==> config.mk <==
export PLATFORM = sky130hd
export DESIGN_NAME = key_event_scheduler
export DESIGN_NICKNAME = d
export VERILOG_FILES = /design/src/rtl/stove_pkg.sv /design/src/rtl/key_edge_channel.sv /design/src/rtl/key_event_scheduler.sv
export SDC_FILE = /design/constraint.sdc
export NUM_CORES = 1
export LEC_CHECK = 0
export ABC_AREA = 1
export CORE_MARGIN = 5
export CORE_UTILIZATION = 50
export CTS_CLUSTER_DIAMETER = 80
export DETAILED_ROUTE_END_ITERATION = 8
export MAX_ROUTING_LAYER = met4
export PLACE_DENSITY_LB_ADDON = 0.1
export SYNTH_ARGS = -nofsm -noshare
export SYNTH_HDL_FRONTEND = slang
export SYNTH_SLANG_ARGS = --single-unit
export TNS_END_PERCENT = 100
==> constraint.sdc <==
create_clock -name clk -period 2.01 [get_ports clk]
set_input_delay 0.201 -clock clk [delete_from_list [all_inputs] [get_ports clk]]
set_output_delay 0.201 -clock clk [all_outputs]
set_load 0.005 [all_outputs]
==> src/rtl/stove_pkg.sv <==
// Shared types and constants for the stove key front end.
// Build option: define KEY_DEBOUNCE_EN to add per-key debounce counters.
package stove_pkg;

    typedef enum logic {
        ST_IDLE  = 1'b0,
        ST_OFFER = 1'b1
    } state_t;

    localparam int KEY_PWR  = 0;
    localparam int KEY_UP   = 1;
    localparam int KEY_DOWN = 2;
    localparam int KEY_SEL  = 3;

    // 1 ms of stable level at a 50 MHz system clock.
    localparam int DEBOUNCE_CYCLES_50MHZ = 50000;

endpackage

==> src/rtl/key_edge_channel.sv <==
// One key channel: 2-FF synchroniser, optional debounce, rising-edge detect, pending flag.
// Build option: KEY_DEBOUNCE_EN inserts a stable-count filter before the level FF.
module key_edge_channel
    import stove_pkg::*;
`ifdef KEY_DEBOUNCE_EN
#(
    parameter int DEBOUNCE_CYCLES = DEBOUNCE_CYCLES_50MHZ
)
`endif
(
    input  logic clk,
    input  logic async_reset,
    input  logic key,
    input  logic accept,
    output logic pending,
    output logic overflow_req
);

    logic sync_meta;
    logic sync_q;
    logic level;
    logic level_next;
    logic rise;

    // NOTE: sequential state always uses non-blocking assignments so every FF samples pre-edge values.
    always_ff @(posedge clk or posedge async_reset) begin
        if (async_reset) begin
            sync_meta <= 1'b0;
            sync_q    <= 1'b0;
        end else begin
            sync_meta <= key;
            sync_q    <= sync_meta;
        end
    end

`ifdef KEY_DEBOUNCE_EN
    localparam int CNT_W = $clog2(DEBOUNCE_CYCLES + 1);

    logic [CNT_W-1:0] count;

    // Any return to the current level restarts the count.
    always_ff @(posedge clk or posedge async_reset) begin
        if (async_reset) begin
            count <= '0;
        end else if (sync_q == level) begin
            count <= '0;
        end else if (count == CNT_W'(DEBOUNCE_CYCLES)) begin
            count <= '0;
        end else begin
            count <= count + 1'b1;
        end
    end

    assign level_next = (sync_q != level && count == CNT_W'(DEBOUNCE_CYCLES)) ? sync_q : level;
`else
    assign level_next = sync_q;
`endif

    always_ff @(posedge clk or posedge async_reset) begin
        if (async_reset) begin
            level   <= 1'b0;
            rise    <= 1'b0;
            pending <= 1'b0;
        end else begin
            level   <= level_next;
            rise    <= level_next & ~level;
            pending <= rise | (pending & ~accept);
        end
    end

    // A new edge on an unserved key is coalesced into the existing event.
    assign overflow_req = rise & pending & ~accept;

endmodule

==> src/rtl/key_event_scheduler.sv <==
// Key events -> round-robin arbiter -> valid/ready event port for the stove control FSM.
// Build option: KEY_DEBOUNCE_EN enables DEBOUNCE_CYCLES filtering in every channel.
module key_event_scheduler
    import stove_pkg::*;
#(
    parameter  int N_KEYS          = 4,
    parameter  int DEBOUNCE_CYCLES = DEBOUNCE_CYCLES_50MHZ,
    localparam int ID_W            = $clog2(N_KEYS)
) (
    input  logic              clk,
    input  logic              async_reset,
    input  logic [N_KEYS-1:0] key_in,
    input  logic              enable,
    input  logic              evt_ready,
    input  logic              clear_overflow,
    output logic              evt_valid,
    output logic [ID_W-1:0]   evt_id,
    output logic [N_KEYS-1:0] pending,
    output logic              overflow
);

    if (N_KEYS < 2 || N_KEYS > 8) begin : g_bad_n_keys
        $error("key_event_scheduler: N_KEYS must be 2..8");
    end
    if (DEBOUNCE_CYCLES < 1) begin : g_bad_debounce
        $error("key_event_scheduler: DEBOUNCE_CYCLES must be at least 1");
    end

    state_t              state_q, state_d;
    logic                valid_d;
    logic [ID_W-1:0]     id_d;
    logic [ID_W-1:0]     last_grant, last_d;
    logic [ID_W-1:0]     pick;
    logic [ID_W-1:0]     cand;
    logic                found;
    logic                accept;
    logic [N_KEYS-1:0]   accept_mask;
    logic [N_KEYS-1:0]   ovf_req;

    assign accept = evt_valid & evt_ready;

    always_comb begin
        accept_mask = '0;
        for (int i = 0; i < N_KEYS; i++) begin
            accept_mask[i] = accept && (evt_id == ID_W'(i));
        end
    end

    for (genvar i = 0; i < N_KEYS; i++) begin : g_ch
`ifdef KEY_DEBOUNCE_EN
        key_edge_channel #(.DEBOUNCE_CYCLES(DEBOUNCE_CYCLES)) u_ch (
`else
        key_edge_channel u_ch (
`endif
            .clk          (clk),
            .async_reset  (async_reset),
            .key          (key_in[i]),
            .accept       (accept_mask[i]),
            .pending      (pending[i]),
            .overflow_req (ovf_req[i])
        );
    end

    // Search upward from the key after the last grant, wrapping, so every key gets a turn.
    // NOTE: every combinational output gets a default first, so no path can infer a latch.
    always_comb begin
        pick  = '0;
        cand  = '0;
        found = 1'b0;
        for (int off = 1; off <= N_KEYS; off++) begin
            cand = ID_W'((int'(last_grant) + off) % N_KEYS);
            if (!found && pending[cand]) begin
                pick  = cand;
                found = 1'b1;
            end
        end
    end

    always_comb begin
        state_d = state_q;
        valid_d = evt_valid;
        id_d    = evt_id;
        last_d  = last_grant;
        case (state_q)
            ST_IDLE: begin
                if (enable && found) begin
                    valid_d = 1'b1;
                    id_d    = pick;
                    state_d = ST_OFFER;
                end
            end
            ST_OFFER: begin
                // The offer stays put until accepted, regardless of enable.
                if (evt_ready) begin
                    valid_d = 1'b0;
                    last_d  = evt_id;
                    state_d = ST_IDLE;
                end
            end
            default: state_d = ST_IDLE;
        endcase
    end

    always_ff @(posedge clk or posedge async_reset) begin
        if (async_reset) begin
            state_q    <= ST_IDLE;
            evt_valid  <= 1'b0;
            evt_id     <= '0;
            last_grant <= ID_W'(N_KEYS - 1);
        end else begin
            state_q    <= state_d;
            evt_valid  <= valid_d;
            evt_id     <= id_d;
            last_grant <= last_d;
        end
    end

    // Set beats clear when both land in the same cycle.
    always_ff @(posedge clk or posedge async_reset) begin
        if (async_reset) begin
            overflow <= 1'b0;
        end else if (|ovf_req) begin
            overflow <= 1'b1;
        end else if (clear_overflow) begin
            overflow <= 1'b0;
        end
    end

endmodule
==> out/results.tsv, run 1 <==
stage	metric	value	unit
critical_path	Worst Path Max Fanout	12	
detailed_routing	drt first-iter violations	46	
final_layout	antenna diode instance count	0	
timing	minimum clock period	1728	ps
timing	fmax	578.7	MHz
pwr	internal power	0.001136	W
placed_design	port buffer count	16	
grt	initial antenna violation count	0	
final_layout	Area Growth Syn to Fin	15.46	%
synthesis	warnings from Yosys	0	
synthesis	Cell variety after synth	20	
floorplanning	boundary pin count	17	
clock_network	Worst-path clk slew	130	ps
synthesis	number of synthesized register bits	27	
synthesis	syn_nets	156	
grt	largest net degree at the start of global routing	28	
detailed_routing	drt pass-1 iters	4	
pwr	Logic pwr share	0.478	
flow_run	Max-Cap Viols	0	
pwr	NetSw	0.0008450	W
critical_path	CP cell instances	inv_2 -> nand2_1 -> nand2_1 -> nor2_1 -> nor2_1 -> nand3_2 -> nand2_4 -> nor2_1 -> nand2_1 -> nand2_1	
final_layout	multi-input logic area	431.7	sq um
clock_network	root buf cell	clkbuf_4	
detailed_routing	via count	936	
detailed_routing	post-route ant nets	0	
synthesis	fraction of the mapped netlist area in simple logic gates	0.2828	
synthesis	post-synthesis sequential area ratio	0.5514	
grt	vias in the first global route	906	
synthesis	Mapped Area	1230	sq um
clock_network	htree depth	1	
floorplanning	Die Y-Extent	59.60	um
grt	GRT busiest layer	met2	
placed_design	HPWL after DPL	1713	um
timing	normalized max-slew margin	0.7835	
pwr	Clk pwr share	0.110	
critical_path	CP Class	flop to flop	
synthesis	syn avg cell area	8.367	sq um
clock_network	worst skew pair latency	310	ps
timing	RSZ-0062 raised after global routing	no	
synthesis	post-synthesis adder-cell area fraction	0	
synthesis	mux contribution to synthesized area	0	
floorplanning	chip width	59.60	um
critical_path	crit path buf inv count	1	
final_layout	fraction of layout instances using a drive strength above 1	0.1166	
clock_network	cts repair resizes	0	
timing	worst slew pin tran	324.8	ps
timing	Final setup viols	0	
pwr	pwr/cell area	1395	nW/um^2
critical_path	CP max stage cell	dfstp_2	
floorplanning	die area	3552	sq um
placed_design	RD Place Congestion	0.9251	
grt	GR Util met2	0.2480	
clock_network	CTS buffer count	3	
critical_path	startpoint types	flop	
grt	GRT met1 Usage	0.1874	
floorplanning	core region area	2410	sq um
critical_path	Req. time, crit path	2270	ps
clock_network	hold bufs inserted after CTS	0	
grt	first-pass GRT wire length	3960	um
timing	hold violation total from the final report	0	
min_path	Min-Delay Path Class	input pin to asynchronous set/reset pin	
detailed_routing	Routed WL per cell	11.32	um
clock_network	post-CTS setup buffer count	0	
timing	crit share post-route	0.8598	
critical_path	Max stage delay on crit path	690	ps
pwr	VDD IR-drop max	809.4	uV
floorplanning	# rows	18	
pwr	Leak	0.7257	nW
synthesis	Synth Area in Compound Gates	0.06816	
final_layout	NumNets Final	173	
clock_network	Max Root-Sink Buffers	2	
final_layout	sequential cell area	678.2	sq um
status	outcome	complete, no violations	
timing	TNS Setup	0	ps
detailed_routing	vias per cell	4.850	
critical_path	Data arrival, critical path	1990	ps
clock_network	Sink Count	27	
detailed_routing	Remaining DRCs	0	
timing	Pins Over Slew Limit	0	
critical_path	family with the most delay on the worst path	simple AND/OR/NAND/NOR gates	
final_layout	Fillers	234	
pwr	Reg power frac	0.412	
grt	gr usage total	0.1530	
timing	clk_skew	5.104	ps
pwr	Sw Ratio	0.4265	
synthesis	largest family of logic cells by synthesized area	simple AND/OR/NAND/NOR gates	
critical_path	crit end category	flop	
detailed_routing	final WL	2184	um
floorplanning	initial core utilization	0.5104	
synthesis	Synth Area in XOR/XNOR	0	
pwr	Design Power	0.001981	W
grt	Congestion Overflow GR	0	
synthesis	Cells after Synth	147	
critical_path	crit-path most repeated cell	nand2_1	
final_layout	most common cell after layout, fill and taps aside	nand2_1	
clock_network	TritonCTS clock tree	done	
final_layout	most frequent cells in the layout	nand2_1, dfrtp_1, inv_1	
grt	met3 Usage GRT	0.01307	
-- sequential cells by signal, summed over array words and instances, names as in the netlist --
signal                cells
evt_id                    2
evt_valid                 1
g_ch.u_ch.level           4
g_ch.u_ch.level_next      4
g_ch.u_ch.pending         4
g_ch.u_ch.rise            4
g_ch.u_ch.sync_meta       4
last_grant                2
overflow                  1
state_q                   1
-- synth_stat cells --
cell type  number  area share
nand2_1        52        0.16
dfrtp_1        25        0.51
inv_1          19       0.058
nor2_1         11       0.034
o21ai_0         6       0.024
nand2_2         5       0.025
buf_4           4       0.024
nand3_1         4       0.016
a21oi_1         3       0.012
dfstp_2         2       0.043
inv_2           2      0.0061
nand2_4         2       0.018
nand3_2         2       0.016
nor2_2          2       0.010
o21ai_1         2      0.0081
o31ai_1         2       0.012
buf_6           1      0.0092
nor3_1          1      0.0041
o211ai_1        1      0.0061
o22ai_1         1      0.0051
-- routing by layer --
| metal | wire (um) | vias to the layer above |
|---|---|---|
| met1 | 930 | 439 |
| met4 | 63 | 0 |
| met3 | 36 | 8 |
| met5 | 0 | - |
| met2 | 1154 | 14 |
| li1 | - | 475 |
-- path summary, 6_finish.rpt --
| check | from | to | slack (ps) | depth (start not counted) |
|---|---|---|---|---|
| max | last_grant[0] | evt_id[0] | 280 | 10 |
| min | async_reset | g_ch[1].u_ch.level_next | 220 | 3 |
| max reg2reg | last_grant[0] | evt_id[0] | 280 | 10 |
| min reg2reg | g_ch[3].u_ch.sync_meta | g_ch[3].u_ch.level_next | 370 | 0 |
| max in group asynchronous | async_reset | last_grant[1] | 1490 | 3 |
| min in group clk | key_in[1] | g_ch[1].u_ch.sync_meta | 310 | 1 |
-- cells by family after synthesis --
logic type	count (synthesis)
flip-flops	27
AO/OA/AOI/OAI	15
buffers and inverters	26
AND/OR/NAND/NOR	79
-- cell type report --
type	count	share of cell area
repair buffers	17	0.1181
multi-input cells	94	0.3040
clock buffers	4	0.01850
well taps	30	0.02643
flip-flops and latches	27	0.4775
inverters	21	0.05551
-- stage by stage --
step | std cells | util | area [sq um] | hold WS [ps] | setup WS (ps)
finish | 193 | 0.5893 | 1420 | 223.7 | 281.9
global placement | 189 | 0.5784 | 1394 | 335.4 | 397.7
floorplan | 147 | - | 1230 | 232.4 | 600.9
global route | 193 | 0.5893 | 1420 | 247.1 | 153.6
detailed placement | 189 | 0.5784 | 1394 | 336.4 | 308.4
CTS | 193 | 0.5893 | 1420 | 233.3 | 282.8
-- power by group through the flow --
stage	logic [W]	clock network (W)	registers (W)
2_1_floorplan	0.000734	0	0.000773
3_5_place_dp	0.000951	0	0.000828
6_report	0.000947	0.000218	0.000816
5_1_grt	0.00110	0.000256	0.000839
4_1_cts	0.000957	0.000227	0.000815
3_3_place_gp	0.000939	0	0.000820
-- tightest hold or removal path: cells and delay by family --
kind / cells / cell delay [ps]
buffers and inverters: 3 / 740
No activity file was read; power rests on OpenSTA's default activity.
==> run 2: changes to the inputs <==
--- a/config.mk
+++ b/config.mk
@@ -5,7 +5,6 @@
 export SDC_FILE = /design/constraint.sdc
 export NUM_CORES = 1
 export LEC_CHECK = 0
-export ABC_AREA = 1
 export CORE_MARGIN = 5
 export CORE_UTILIZATION = 50
 export CTS_CLUSTER_DIAMETER = 80
==> out/results.tsv, run 2 <==
stage	metric	value	unit	change
detailed_routing	final WL	1469	um	-33%
final_layout	most common cell after layout, fill and taps aside	dfrtp_1		
synthesis	syn_nets	90		-42%
synthesis	post-synthesis sequential area ratio	0.6642		+0.1128
min_path	Min-Delay Path Class	input pin to asynchronous set/reset pin		
synthesis	post-synthesis adder-cell area fraction	0		unchanged
final_layout	Area Growth Syn to Fin	19.73	%	
detailed_routing	Metal-1 WL	661	um	-29%
grt	vias in the first global route	612		-32%
synthesis	most frequent cell after synthesis	dfrtp_1		
detailed_routing	vias per cell	5.080		+4.7%
critical_path	Worst Path Max Fanout	8		-4
timing	hold violation total from the final report	0		unchanged
synthesis	number of synthesized register bits	27		unchanged
timing	Pins Over Slew Limit	0		unchanged
synthesis	Cell variety after synth	27		+35%
timing	Final setup viols	0		unchanged
synthesis	post-synth top area share	0.6127		+0.1041
critical_path	startpoint types	flop		
floorplanning	chip width	55.19	um	-7.4%
critical_path	CP cell instances	clkdlybuf4s50_1		
synthesis	warnings from Yosys	0		unchanged
detailed_routing	drt first-iter violations	9		-80%
timing	clk_skew	3.080	ps	-2.024 ps
grt	first-pass GRT wire length	2691	um	-32%
synthesis	share of synthesized registers carrying an async set or reset	1.000		unchanged
floorplanning	initial core utilization	0.5204		+0.01002
clock_network	hold bufs inserted after CTS	0		unchanged
clock_network	root buf cell	clkbuf_4		
clock_network	worst skew pair latency	320	ps	about the same
final_layout	antenna diode instance count	0		unchanged
synthesis	fraction of the mapped netlist area in simple logic gates	0.1654		-0.1174
synthesis	top_reg_cell synth	dfrtp_1		
detailed_routing	drt pass-1 iters	4		unchanged
timing	fmax	638.5	MHz	+10%
flow_run	Max-Cap Viols	0		unchanged
timing	worst slew pin tran	403.7	ps	+78.87 ps
grt	initial antenna violation count	0		unchanged
detailed_routing	Routed WL per cell	11.75	um	+3.9%
detailed_routing	DR WL met2	737	um	-36%
timing	TNS Setup	0	ps	unchanged
critical_path	CP Class	flop to primary output		
pwr	pwr/cell area	1142	nW/um^2	-18%
critical_path	family with the most delay on the worst path	buffers and inverters		
final_layout	Final Instance Area	1222	sq um	-14%
floorplanning	die area	3046	sq um	-14%
critical_path	Worst R2R End	evt_valid		
grt	gr usage total	0.1346		-0.01835
pwr	Leak	0.5158	nW	-29%
critical_path	Max stage delay on crit path	550	ps	-140 ps
synthesis	Post-synth EDFFs	0		unchanged
final_layout	Fillers	185		-21%
timing	RSZ-0062 raised after global routing	no		
placed_design	HPWL after DPL	1140	um	-33%
clock_network	htree depth	1		unchanged
final_layout	fraction of layout instances using a drive strength above 1	0.1020		-0.01452
clock_network	Worst-path clk slew	140	ps	about the same
detailed_routing	post-route ant nets	0		unchanged
final_layout	NumNets Final	108		-38%
clock_network	TritonCTS clock tree	done		
critical_path	Data arrival, critical path	1370	ps	-620 ps
floorplanning	Die Y-Extent	55.19	um	-7.4%
clock_network	Max Root-Sink Buffers	2		unchanged
timing	crit share post-route	0.7791		-0.08062
synthesis	mux contribution to synthesized area	0.03186		+0.03186
pwr	VDD IR-drop max	669.0	uV	-17%
synthesis	Cells after Synth	81		-45%
synthesis	leading post-synthesis cells by cell area	dfrtp_1, dfstp_2, nor2b_1, a21o_1, buf_4		
final_layout	multi-input logic area	301.5	sq um	-30%
synthesis	Mapped Area	1021	sq um	-17%
critical_path	crit end category	primary output		
timing	minimum clock period	1566	ps	-162.1 ps
synthesis	syn avg cell area	12.60	sq um	+51%
placed_design	port buffer count	16		unchanged
floorplanning	core region area	1962	sq um	-19%
critical_path	worst-case reg-to-reg path depth	3		-7
status	outcome	complete, no violations		
synthesis	Synth Area in Compound Gates	0.09804		+0.02988
clock_network	CTS buffer count	3		unchanged
timing	normalized max-slew margin	0.7306		-0.05288
clock_network	Sink Count	27		unchanged
final_layout	most frequent cells in the layout	dfrtp_1, clkdlybuf4s50_1, nor2b_1, nor2_1		
critical_path	R2R setup slack	710	ps	+430 ps
critical_path	CP max stage cell	clkdlybuf4s50_1		
critical_path	crit path buf inv count	1		unchanged
detailed_routing	via count	635		-32%
grt	Congestion Overflow GR	0		unchanged
final_layout	sequential cell area	678.2	sq um	unchanged
synthesis	Synth Area in XOR/XNOR	0		unchanged
critical_path	reg2reg start	g_ch[2].u_ch.pending		
synthesis	largest family of logic cells by synthesized area	simple AND/OR/NAND/NOR gates		
grt	largest net degree at the start of global routing	18		-36%
placed_design	RD Place Congestion	0.7803		-16%
detailed_routing	Remaining DRCs	0		unchanged
floorplanning	# rows	16		-2
detailed_routing	Top Layer Used	met4		
clock_network	post-CTS setup buffer count	0		unchanged
synthesis	cell taking the most area after synthesis	dfrtp_1		
clock_network	cts repair resizes	0		unchanged
synthesis	Synth top cells by count	dfrtp_1, nor2_1, nor2b_1		
detailed_routing	met3 wire length	61	um	+69%
placed_design	Placed Area	1192	sq um	-14%
floorplanning	boundary pin count	17		unchanged
critical_path	Req. time, crit path	1810	ps	-460 ps
[run 2: cell types whose count changed in the layout (fill, tap and decap cells not counted), sizes merged, moves of 2 or more]
cell	previous run	this run
nand4	0	2
nor2b	0	5
o31ai	2	0
nor2	13	5
mux2	0	2
a31oi	0	2
inv	21	3
nor3b	0	2
nand2b	0	3
o21ai	8	2
a21o	0	4
nand3	6	4
nand2	59	3
[run 2: how the worst max path moves through the flow]
stage                            end                 start  depth (start not counted)
after CTS                  evt_id[0]             evt_id[0]                          1
after global routing      pending[3]  g_ch[3].u_ch.pending                          1
after detailed placement    overflow             evt_ready                          5
after global placement      overflow             evt_ready                          5
after floorplan            evt_id[1]         last_grant[0]                          4
final                      evt_id[0]             evt_id[0]                          1
[run 2: per-stage QoR]
step / setup slack (ps) / hold WS [ps] / cells / power (W) / util
2_1_floorplan: 844.7 / 232.4 / 81 / 0.001028 / -
3_3_place_gp: 551.1 / 333.4 / 121 / 0.001182 / 0.6078
3_5_place_dp: 528.8 / 335.7 / 121 / 0.001189 / 0.6078
4_1_cts: 413.0 / 146.4 / 125 / 0.001424 / 0.6231
5_1_grt: 327.4 / 166.6 / 125 / 0.001510 / 0.6231
6_report: 443.9 / 145.5 / 125 / 0.001396 / 0.6231
[run 2: cell type report]
type,instances,share of cell area
sequential,27,0.5548
tap,27,0.02764
multi-input combinational,47,0.2467
clock inverter,1,0.006141
inverter,3,0.009212
clock buffer,3,0.01842
timing repair buffer,17,0.1372
[run 2: routing by layer]
metal  track usage  vias to the layer above
met2        0.2106                       10
met1        0.1553                      308
met3       0.03217                        2
met5             -                        -
met4       0.08502                        0
li1              -                      315
[run 2: power breakdown]
group | internal (W) | switching, W | total, W
Sequential | 0.000656 | 0.000144 | 0.000800
Clock | 0.0000760 | 0.000152 | 0.000228
Combinational | 0.000243 | 0.000126 | 0.000369
Total | 0.000975 | 0.000421 | 0.00140
[run 2: cells by family after synthesis]
family,count (synthesis)
AOI/OAI and AO/OA,15
buffers and inverters,7
DFF,27
muxes,3
and+or+nand+nor,29
==> run 3: changes to the inputs <==
==> constraint.sdc (replaced) <==
create_clock -name clk -period 1.5 [get_ports clk]
set_input_delay 0.15 -clock clk [delete_from_list [all_inputs] [get_ports clk]]
set_output_delay 0.15 -clock clk [all_outputs]
set_load 0.005 [all_outputs]
==> out/results.tsv, run 3 (synthesized netlist as in run 2, its figures left out) <==
stage	metric	value	unit	change
status	outcome	complete, no violations		
detailed_routing	drt pass-1 iters	4		unchanged
clock_network	root buf cell	clkbuf_4		
floorplanning	die area	3046	sq um	unchanged
critical_path	family with the most delay on the worst path	buffers and inverters		
critical_path	crit path buf inv count	1		unchanged
placed_design	port buffer count	16		unchanged
flow_run	Max-Cap Viols	0		unchanged
critical_path	Data arrival, critical path	1280	ps	-90 ps
timing	crit share post-route	0.9512		
grt	Congestion Overflow GR	0		unchanged
clock_network	htree depth	1		unchanged
timing	worst slew pin tran	363.0	ps	-40.61 ps
clock_network	CTS buffer count	3		unchanged
detailed_routing	Remaining DRCs	0		unchanged
critical_path	CP Class	flop to primary output		
timing	fmax	700.9	MHz	
critical_path	Worst Path Max Fanout	7		-1
clock_network	Max Root-Sink Buffers	2		unchanged
floorplanning	initial core utilization	0.5204		unchanged
critical_path	Max stage delay on crit path	520	ps	-30 ps
timing	minimum clock period	1427	ps	
critical_path	Req. time, crit path	1350	ps	-460 ps
floorplanning	Die Y-Extent	55.19	um	unchanged
detailed_routing	final WL	1681	um	+14%
clock_network	Sink Count	27		unchanged
detailed_routing	vias per cell	5.061		-0.37%
final_layout	most frequent cells in the layout	dfrtp_1, clkdlybuf4s50_1, dfrtp_2, buf_4		
pwr	Leak	0.5401	nW	+4.7%
timing	Final setup viols	0		unchanged
final_layout	Final Instance Area	1279	sq um	+4.6%
detailed_routing	post-route ant nets	0		unchanged
grt	initial antenna violation count	0		unchanged
timing	RSZ-0062 raised after global routing	no		
timing	clk_skew	5.999	ps	+2.918 ps
floorplanning	core region area	1962	sq um	unchanged
pwr	VDD IR-drop max	843.3	uV	+26%
grt	largest net degree at the start of global routing	28		+10
grt	first-pass GRT wire length	2835	um	+5.4%
floorplanning	# rows	16		unchanged
grt	gr usage total	0.1429		+0.008314
pwr	pwr/cell area	1559	nW/um^2	+36%
final_layout	antenna diode instance count	0		unchanged
detailed_routing	via count	663		+4.4%
clock_network	Worst-path clk slew	140	ps	about the same
detailed_routing	drt first-iter violations	12		+3
critical_path	CP max stage cell	clkdlybuf4s50_1		
critical_path	crit end category	primary output		
timing	hold violation total from the final report	0		unchanged
grt	vias in the first global route	604		-1.3%
floorplanning	boundary pin count	17		unchanged
final_layout	fraction of layout instances using a drive strength above 1	0.2212		+0.1191
timing	TNS Setup	0	ps	unchanged
final_layout	NumNets Final	114		+5.6%
pwr	Design Power	0.001993	W	+43%
final_layout	Area Growth Syn to Fin	25.25	%	
placed_design	HPWL after DPL	1217	um	+6.8%
critical_path	CP cell instances	clkdlybuf4s50_1		
detailed_routing	Routed WL per cell	12.83	um	+9.2%
clock_network	worst skew pair latency	320	ps	about the same
final_layout	most common cell after layout, fill and taps aside	dfrtp_1		
placed_design	Placed Area	1200	sq um	+0.63%
placed_design	RD Place Congestion	0.7857		+0.69%
timing	Pins Over Slew Limit	0		unchanged
critical_path	startpoint types	flop		
clock_network	TritonCTS clock tree	done		
timing	normalized max-slew margin	0.7569		+0.02631
final_layout	Fillers	168		-9.2%
floorplanning	chip width	55.19	um	unchanged
min_path	Min-Delay Path Class	input pin to asynchronous set/reset pin		
==> run 3: changes by cell type in the layout (fill, tap and decap cells not counted) <==
cell             delta
buf_4               +6
clkdlybuf4s50_1     -1
dfrtp_1             -7
dfrtp_2             +7
dlymetal6s2s_1      +1
==> run 3: where the power goes <==
group          leakage [nW]  internal, W  switching (W)
logic                 0.224     0.000389       0.000247
registers             0.303     0.000894       0.000153
clock network        0.0139     0.000102       0.000209
total                 0.540      0.00138       0.000608
==> run 3: tightest hold or removal path, stage by stage <==
cell and delay [ps]:
clkdlybuf4s50_1 400, inv_1 50, buf_4 310
==> run 3: what timing repair did <==
item | in CTS | in global routing
buffers inserted | 0 | 5
hold buffers | 0 | 0
setup endpoints to repair | 4 | 7
gates resized for setup | 4 | 4
==> run 3: metrics by stage <==
stage	setup WS, ps	std cells	util	hold WS [ps]
final	73.23	131	0.6518	162.3
after detailed placement	126.8	122	0.6116	335.7
after global placement	138.3	122	0.6116	332.3
after floorplan	334.7	81	-	181.4
after CTS	7.320	126	0.6295	164.0
after global routing	16.06	131	0.6518	190.9
==> run 3: cell type report <==
cell class,count,area [sq um],area share
flip-flops and latches,27,686.9,0.5372
multi-input cells,47,301.5,0.2358
repair buffers,23,215.2,0.1683
well taps,27,33.78,0.02642
clock buffers,3,22.52,0.01761
inverters,3,11.26,0.008806
clock inverters,1,7.507,0.005871
==> run 3: path summary, 6_finish.rpt <==
kind	startpoint	to	slack, ps	cells past startpoint
setup / recovery	evt_id[1]	evt_id[1]	70	1
hold / removal	async_reset	g_ch[1].u_ch.level_next	160	3
setup reg to reg	g_ch[2].u_ch.pending	evt_valid	120	4
hold reg to reg	g_ch[2].u_ch.sync_meta	g_ch[2].u_ch.level_next	370	0
max in group asynchronous	async_reset	last_grant[1]	1040	3
min in group clk	key_in[3]	g_ch[3].u_ch.sync_meta	240	1
==> run 3: routing by layer <==
metal,global-route usage,share of wire,up-vias
li1,-,-,328
met1,0.1766,0.44,311
met2,0.2146,0.48,19
met3,0.03217,0.055,5
met4,0.08502,0.027,0
met5,-,0,-
